**src/rtl/uart_baud_gen_if.sv**
```systemverilog
// uart_baud_gen_if: divisor inputs and tick output of the baud-rate generator.
// The DVSR_FRAC signal and its modport entries exist only when BAUD_FRAC_EN is defined.
interface uart_baud_gen_if #(
  parameter int CNT_W  = 11,
  parameter int FRAC_W = 4
);
  logic [CNT_W-1:0]  DVSR;
`ifdef BAUD_FRAC_EN
  logic [FRAC_W-1:0] DVSR_FRAC;
`endif
  logic              tick;

`ifdef BAUD_FRAC_EN
  modport master (output DVSR, output DVSR_FRAC, input tick);
  modport slave  (input DVSR, input DVSR_FRAC, output tick);
`else
  modport master (output DVSR, input tick);
  modport slave  (input DVSR, output tick);
`endif
endinterface

```
**src/rtl/uart_baud_gen.sv**
```systemverilog
// uart_baud_gen: divides clk by (DVSR+1) and emits a registered one-cycle tick
// per period. Optional macro BAUD_FRAC_EN adds a fractional divisor in
// sixteenths: a carry out of the accumulator stretches the next period by one cycle.
module uart_baud_gen #(
  parameter int CNT_W  = 11,
  parameter int FRAC_W = 4
) (
  input  logic            clk,
  input  logic            reset,
  uart_baud_gen_if.slave  bif
);

  logic [CNT_W-1:0]  cnt_q, cnt_d;
  logic              tick_q, tick_d;
`ifdef BAUD_FRAC_EN
  logic [FRAC_W-1:0] acc_q, acc_d;
  logic              stall_q, stall_d;
`endif

  // Next-state: a pending stall takes priority, then wrap on cnt >= DVSR, else count up
  always_comb begin
    cnt_d  = cnt_q;
    tick_d = 1'b0;
`ifdef BAUD_FRAC_EN
    acc_d   = acc_q;
    stall_d = 1'b0;
    if (stall_q) begin
      cnt_d = cnt_q;
    end else
`endif
    if (cnt_q >= bif.DVSR) begin
      cnt_d  = '0;
      tick_d = 1'b1;
`ifdef BAUD_FRAC_EN
      {stall_d, acc_d} = {1'b0, acc_q} + {1'b0, bif.DVSR_FRAC};
`endif
    end else begin
      cnt_d = cnt_q + CNT_W'(1);
    end
  end

  // State registers with synchronous active-low reset
  always_ff @(posedge clk) begin
    if (!reset) begin
      cnt_q   <= '0;
      tick_q  <= 1'b0;
`ifdef BAUD_FRAC_EN
      acc_q   <= '0;
      stall_q <= 1'b0;
`endif
    end else begin
      cnt_q   <= cnt_d;
      tick_q  <= tick_d;
`ifdef BAUD_FRAC_EN
      acc_q   <= acc_d;
      stall_q <= stall_d;
`endif
    end
  end

  assign bif.tick = tick_q;

endmodule

```
**src/flat_wrapper.sv**
```systemverilog
// flat-port wrapper written by rule: the top's interface ports become plain ports
module uart_baud_gen_flat 
#(
  parameter int CNT_W  = 11,
  parameter int FRAC_W = 4
)
  (clk, reset, bif_DVSR, bif_tick);
  uart_baud_gen_if #(.CNT_W(CNT_W), .FRAC_W(FRAC_W)) bif_i ();
  input  logic clk;
  input  logic reset;
  input wire logic [$bits(bif_i.DVSR)-1:0] bif_DVSR;
  output wire logic [$bits(bif_i.tick)-1:0] bif_tick;
  assign bif_i.DVSR = bif_DVSR;
  assign bif_tick = bif_i.tick;
  uart_baud_gen #(.CNT_W(CNT_W), .FRAC_W(FRAC_W)) u_core (.clk(clk), .reset(reset), .bif(bif_i));
endmodule
```
**config.mk**
```make
export PLATFORM = sky130hd
export DESIGN_NAME = uart_baud_gen_flat
export DESIGN_NICKNAME = d
export VERILOG_FILES = /design/src/rtl/uart_baud_gen_if.sv /design/src/rtl/uart_baud_gen.sv /design/src/flat_wrapper.sv
export SDC_FILE = /design/constraint.sdc
export NUM_CORES = 1
export LEC_CHECK = 0
export BUFFER_PORTS_ARGS = -buffer_cell sky130_fd_sc_hd__buf_2
export CAP_MARGIN = 40
export CELL_PAD_IN_SITES_DETAIL_PLACEMENT = 0
export CELL_PAD_IN_SITES_GLOBAL_PLACEMENT = 1
export CORE_MARGIN = 2
export CORE_UTILIZATION = 43
export DETAILED_ROUTE_END_ITERATION = 8
export PLACE_DENSITY = 0.9
export RECOVER_POWER = 100
export SLEW_MARGIN = 20
export SYNTH_ARGS = -nofsm -noshare
export SYNTH_HDL_FRONTEND = slang
export SYNTH_SLANG_ARGS = --single-unit
```
**constraint.sdc**
```tcl
create_clock -name clk -period 2.6 [get_ports clk]
set_clock_uncertainty 0.1 [all_clocks]
set_input_delay 0.26 -clock clk [delete_from_list [all_inputs] [get_ports clk]]
set_output_delay 0.26 -clock clk [all_outputs]
set_load 0.05 [all_outputs]
```
# After elaboration in Yosys (flattened, before gate mapping)
# Index checks and enable logic that the tools add are counted.
# word_totals
register_bits,12
output_inout_bits,1
elab_cells,7
# op_classes
addsub,1
magnitude_cmp,1
mux,1
bitwise,1
n_reduce_logical,1
# ops
op,count
"11-bit by 1-bit adder with 11-bit output, second input constant",1
11-bit greater-or-equal comparator,1
2-bit OR reduction,1
1-bit two-way mux,1
1-bit NOT,1

# Longest topological paths before layout
# Gate-level depths: netlist of the first run.
# depth
ltp_word,2
ltp_mapped,8
mapped_depth_nobuf,7

# Worst setup path before layout of the first run
# OpenSTA, ideal clock, no wires.
# synth_timing
path_kind,reg2reg
from,reg u_core.cnt_q[0]
to,reg u_core.cnt_q[10]
setup_ns,0.118
t_arrival_ns,1.419
slack_ns,0.963
stages_incl_launch_ff,9
n_path_buf,1
period_less_slack_ns,1.637
cell_sequence,dfxtp_1 -> inv_1 -> ha_1 -> nor2b_4 -> o21ai_1 -> a21oi_2 -> o2111ai_2 -> buf_6 -> nor2_4
# synth_between
elab_chain_len,2
word_cells_on_any_way,3
# synth_rtl
element,line_no,rtl
from (decl),uart_baud_gen.sv:13,"logic [CNT_W-1:0] cnt_q, cnt_d;"
from (signal assigned),uart_baud_gen.sv:52,cnt_q <= cnt_d;
11-bit greater-or-equal comparator,uart_baud_gen.sv:31,if (cnt_q >= bif.DVSR) begin
2-bit OR reduction (no source line),--,
# Parallel ways exist; a longest one is shown, timed or not.
# A chain may end at the register's enable or synchronous reset.

# Worst setup path after layout of the first run
# layout_timing
from,reg u_core.cnt_q[0]
to,reg u_core.cnt_q[3]
# The elaborated chain is that of the path after synthesis.

==> results of run 1 <==
-- logic make-up (layout without fill, tap and decap cells) --
group	Yosys count	after routing	share of synthesized area, %
simple gates	33	33	24.3
buf+inv	14	31	7.51
fa+ha+maj	12	12	18.8
flops	12	12	30.0
compound gates	10	10	9.55
xor+xnor	9	9	9.86
-- layer usage --
metal	vias to the layer above	routed length (microns)	part of all wire, %
met5	-	0	0
met4	0	44	3.2
met1	262	688	50
met3	5	76	5.5
li1	326	-	-
met2	14	563	41
-- worst max-delay path: cells and delay by family, from the launching register on --
kind,cells,cell delay [ns]
buf+inv,2,0.34
compound gates,3,0.76
simple gates,2,0.10
flops,1,0.41
fa+ha+maj,1,0.31
-- final cells by class --
cell class / instances / area, sq um / share of cell area, %
tap: 25 / 31.3 / 3.46
timing repair buffer: 14 / 71.3 / 7.88
multi-input combinational: 64 / 477 / 52.7
sequential: 12 / 240 / 26.6
clock buffer: 4 / 36.3 / 4.01
inverter: 13 / 48.8 / 5.39
-- where the power goes --
part           internal (uW)  switching [uW]  leakage [uW]
Sequential               188            5.48     0.0000973
Clock                   85.4            65.6     0.0000210
Combinational           23.6            23.3      0.000323
Total                    297            94.3      0.000441
-- registers in the layout, summed over array words and instances (netlist names) --
| signal | flops |
|---|---|
| u_core.cnt_q | 11 |
| u_core.bif.tick | 1 |
-- cells in the final DEF (no fill, tap or decap), types with 2 or more instances in the layout --
| master | instances |
|---|---|
| a21oi_1 | 3 |
| a21oi_2 | 2 |
| and3_1 | 3 |
| buf_2 | 12 |
| clkbuf_4 | 3 |
| dfxtp_1 | 12 |
| ha_1 | 12 |
| inv_1 | 13 |
| nand2_1 | 6 |
| nand3_1 | 5 |
| nor2_1 | 8 |
| nor2_2 | 6 |
| o21ai_0 | 2 |
| xnor2_1 | 4 |
| xor2_1 | 5 |
-- through the flow --
stage	instances	instance area (sq um)	worst slack (ns)	utilization, %
finish	132	905	0.479	51.8
global route	132	905	0.303	51.8
detailed placement	128	892	0.660	51.1
global placement	128	892	0.702	51.1
CTS	132	928	0.650	53.2
floorplan	90	800	0.963	-
-- how the worst min path moves through the flow --
stage | to | slack (ns) | depth (start not counted)
global route | u_core.bif.tick | 0.11 | 2
detailed placement | u_core.cnt_q[0] | 0.40 | 1
floorplan | u_core.bif.tick | 0.28 | 1
finish | u_core.bif.tick | 0.10 | 2
CTS | u_core.bif.tick | 0.11 | 2
global placement | u_core.cnt_q[0] | 0.37 | 1
==> metrics.md, run 1 <==
| Metric | Value |
|---|---|
| Run status | `finished clean` |
| Total congestion overflow | `0` |
| RePlAce Congestion | `0.767` |
| Post-synth cell types | `23` |
| Hold wc startpoint | `reset` |
| Hold/Removal Path Class | `input port to flip-flop` |
| Peak supply drop | `0.283 mV` |
| Flop2flop setup slack | `0.48 ns` |
| Cell area power density | `432 mW/mm^2` |
| Sequential area share after synthesis | `30.0%` |
| Vias in the first global route | `520` |
| Final-report max-slew violation count | `0` |
| Post-Route Setup TNS | `0 ns` |
| Core box area | `0.00175 sq mm` |
| Most common cell in the netlist | `inv_1` |
| Die area | `0.00222 sq mm` |
| Crit-path cells | `inv_1 -> ha_1 -> nor2b_4 -> o21ai_0 -> a21oi_1 -> o2111ai_1 -> buf_4 -> nor2_1` |
| Skew-Pair Late Insertion Delay | `0.28 ns` |
| Cell count of the worst reg-to-reg path | `8` |
| Most used DFF post-synth | `dfxtp_1` |
| CP arrival | `2.20 ns` |
| Final WL | `1370 microns` |
| Critical path class | `flip-flop to flip-flop` |
| Resize count post-CTS | `0` |
| Avg Cell Area, Syn | `8.88 sq um` |
| Clock transition at path regs | `0.08 ns` |
| Number of placement rows | `15` |
| Max Freq | `471 MHz` |
| Synthesized Nets | `115` |
| Synth area leader | `dfxtp_1` |
| First-pass detailed-route iteration total | `2` |
| DR WL/cell | `10.4 microns` |
| First-pass GRT wire length | `2110 microns` |
| IO Count | `14` |
| Cts bufs inserted | `3` |
| Yosys reg bits | `12` |
| Tmin final | `2.12 ns` |
| Slew @ Worst Pin | `0.591 ns` |
| Startpoint types | `flip-flop` |
| Largest net degree at the start of global routing | `8` |
| Async set or reset register ratio after synthesis | `0%` |
| Vias | `607` |
| Drt drc | `0` |
| Reg2reg start | `u_core.cnt_q[0]` |
| Crit path from | `u_core.cnt_q[0]` |
| GRT Max-Usage Layer | `met2` |
| CTS Hold Buffers Added | `0` |
| Post-synth EDFFs | `0` |
| Relative slew slack | `60.5%` |
| Global Route Usage Sum | `14.3%` |
| Pleak | `0.000441 uW` |
| Hpwl dp | `1090 microns` |
| Antenna violations before repair | `0` |
| Final Cycle Share | `81.6%` |
| CP Max Fanout | `7` |
| Max_cap viols | `0` |
| Syn Inst Count | `90` |
| Cell Area, Synth | `800 sq um` |
| Met3 usage | `3.46%` |
| Area contributors post-synth | `dfxtp_1 (30%), ha_1 (19%), nor2_2 (8.6%)` |
| # diodes | `0` |
| PortBufs | `13` |
| Met2 Track Usage GR | `20.0%` |
| Die Wd | `47.1 microns` |
| Required time worst endpoint | `2.68 ns` |
| CP endpoint kind | `flip-flop` |
| Crit path largest cell delay | `0.51 ns` |
| ANT nets after route | `0` |
| Met1 Usage GRT | `18.3%` |
| Sink Count | `12` |
| Min Hold Slack | `0.102 ns` |
| H-tree depth | `1` |
| Cell at the slowest stage of the critical path | `o2111ai_1` |
| Initial Util | `45.8%` |
| CP endpoint | `u_core.cnt_q[3]` |
| FILL cells | `180` |
| Final Setup Violations | `0` |
| Fraction of layout instances using a drive strength above 1 | `26.2%` |
| R2r endpoint | `u_core.cnt_q[3]` |
| Nets | `133` |
| Post-CTS setup buffers | `0` |
| Synth top area share | `30.0%` |
| CTS tree | `done` |
| Die height | `47.1 microns` |
| Via/cell ratio | `4.60` |
| Max Buffers Root-to-Sink | `2` |
| RSZ-0062 raised after global routing | `no` |
| Clk Tree Root Cell | `clkbuf_4` |
| Final hold violation count | `0` |
| 1st-iter DRT viols | `3` |
| Post-synth top cells | `inv_1 (13), dfxtp_1 (12), ha_1 (12), nor2_2 (11), nand2_1 (6)` |
| Post-route total power | `391 uW` |
| Synth Warn # | `0` |
| Area growth, synth to finish | `13.1%` |
Note: power is estimated with default switching activity, not from simulation.
==> run 2: changes to the inputs <==
- CORE_UTILIZATION: 43 -> 40
- PLACE_DENSITY: 0.9 -> 0.85
- clock period: 2.6 -> 2 ns (I/O delays scaled with it)
==> run 2 against run 1 <==
  * Count of clock-buffer cells in the layout unchanged
  * First-iteration DRC count increased to 2.7 times the previous value
  * Combinational power increased by 30%
  * Die area increased by 6.8%
  * Setup slack got worse by 0.23 ns
  * Total power increased by 29%
  * Core utilization decreased by 4.7 points
  * Via count increased by 2.5%
  * Critical path type unchanged
  * Largest cell class unchanged
  * Largest power group unchanged
==> metrics.md, run 2 (same netlist as run 1, synthesis figures left out) <==
| Metric | Value |
|---|---|
| Run status | `finished clean` |
| Max_cap viols | `0` |
| IO Count | `14` |
| Slew @ Worst Pin | `0.591 ns` |
| Die area | `0.00237 sq mm` |
| Hold Path Sink | `u_core.bif.tick` |
| RePlAce Congestion | `0.744` |
| Initial Util | `41.6%` |
| Max Buffers Root-to-Sink | `2` |
| # diodes | `0` |
| Final hold violation count | `0` |
| PortBufs | `13` |
| Flop2flop setup slack | `0.25 ns` |
| Met2 Track Usage GR | `21.5%` |
| Biggest register | `u_core.cnt_q` |
| Met1 Usage GRT | `13.9%` |
| Peak supply drop | `0.489 mV` |
| Drt drc | `0` |
| CTS Hold Buffers Added | `0` |
| Hold/Removal Path Class | `input port to flip-flop` |
| Cell count of the worst reg-to-reg path | `8` |
| Antenna violations before repair | `0` |
| Fraction of layout instances using a drive strength above 1 | `26.2%` |
| Number of placement rows | `16` |
| Clk Tree Root Cell | `clkbuf_4` |
| Post-route total power | `504 uW` |
| Largest register FFs | `11` |
| Resize count post-CTS | `0` |
| Final-report max-slew violation count | `0` |
| Sink Count | `12` |
| Tmin final | `1.75 ns` |
| Final Cycle Share | `87.7%` |
| H-tree depth | `1` |
| Nets | `133` |
| Min Hold Slack | `0.0512 ns` |
| Core box area | `0.00192 sq mm` |
| Total congestion overflow | `0` |
| Post-Place Cells | `130` |
| First-pass GRT wire length | `2300 microns` |
| Commonest non-fill, non-tap cell in the layout | `inv_1` |
| Hpwl dp | `1060 microns` |
| RSZ-0062 raised after global routing | `no` |
| FILL cells | `214` |
| CP endpoint kind | `flip-flop` |
| ANT nets after route | `0` |
| DR WL/cell | `9.39 microns` |
| Global Route Usage Sum | `12.4%` |
| Final Non-Filler Cells | `134` |
| R2r endpoint | `u_core.cnt_q[9]` |
| Critical path class | `flip-flop to flip-flop` |
| Final Setup Violations | `0` |
| CTS tree | `done` |
| Vias | `622` |
| Hold Path Depth | `2` |
| Via/cell ratio | `4.64` |
| Max Freq | `570 MHz` |
| CP Max Fanout | `11` |
| Most frequent cells in the layout | `inv_1 (13), ha_1 (12), buf_2 (12), dfxtp_1 (12), nor2_1 (9)` |
| Post-Route Setup TNS | `0 ns` |
| Cts bufs inserted | `3` |
| Die Wd | `48.7 microns` |
| Area growth, synth to finish | `13.3%` |
| Die height | `48.7 microns` |
| Post-CTS setup buffers | `0` |
| First-pass detailed-route iteration total | `4` |
| Skew-Pair Late Insertion Delay | `0.27 ns` |
| GRT Max-Usage Layer | `met2` |
| Cell area power density | `556 mW/mm^2` |
| Clock transition at path regs | `0.07 ns` |
| Final WL | `1260 microns` |
| CP arrival | `1.87 ns` |
| Relative slew slack | `60.8%` |
| Hold wc startpoint | `reset` |
| Required time worst endpoint | `2.11 ns` |
| Largest net degree at the start of global routing | `12` |
| Vias in the first global route | `572` |
| Startpoint types | `flip-flop` |
| Reg2reg start | `u_core.cnt_q[0]` |
| 1st-iter DRT viols | `8` |
| Pleak | `0.000444 uW` |
| Met3 usage | `5.56%` |
run 2: cell counts in the layout (fill, tap and decap cells not counted):
No cell type changed its count.
run 2: worst max-delay path: stages (launching register included):
cell and delay (ns):
dfxtp_1 0.40, inv_1 0.06, ha_1 0.30, nor2b_4 0.10
o21ai_0 0.08, a21oi_1 0.21, o2111ai_2 0.12, buf_4 0.20
nor2_1 0.12
run 2: worst max path at each step:
stage,to,from,slack [ns],cells after the start
final,u_core.cnt_q[9],u_core.cnt_q[0],0.25,8
after global routing,u_core.cnt_q[8],u_core.cnt_q[0],0.1,8
after CTS,u_core.cnt_q[9],u_core.cnt_q[0],0.22,8
after detailed placement,u_core.cnt_q[9],u_core.cnt_q[0],0.24,8
after global placement,u_core.cnt_q[9],u_core.cnt_q[0],0.28,8
after floorplan,u_core.cnt_q[10],u_core.cnt_q[0],0.36,8
run 2: through the flow:
stage	worst slack (ns)	util [%]	area, sq um
global placement	0.283	46.5	895
global route	0.0957	47.1	906
CTS	0.223	48.4	931
floorplan	0.363	-	800
detailed placement	0.236	46.5	895
finish	0.246	47.1	906
run 2: power by group:
group / internal [uW] / switching, uW
clock network: 111 / 81.1
registers: 244 / 6.94
logic: 31.1 / 30.0
total: 386 / 118
run 2: cell type report:
cell class                 instances  area, sq um  share of cell area (%)
clock buffer                       4         36.3                    4.01
inverter                          13         48.8                    5.39
multi-input combinational         64          475                    52.5
sequential                        12          240                    26.5
tap                               27         33.8                    3.73
timing repair buffer              14         71.3                    7.87
run 2: per-layer routing:
| layer | wire, microns | share of wire [%] | vias to the layer above |
|---|---|---|---|
| met5 | 0 | 0 | - |
| met3 | 59 | 4.7 | 0 |
| met1 | 553 | 44 | 279 |
| met4 | 0 | 0 | 0 |
| met2 | 645 | 51 | 12 |
| li1 | - | - | 331 |
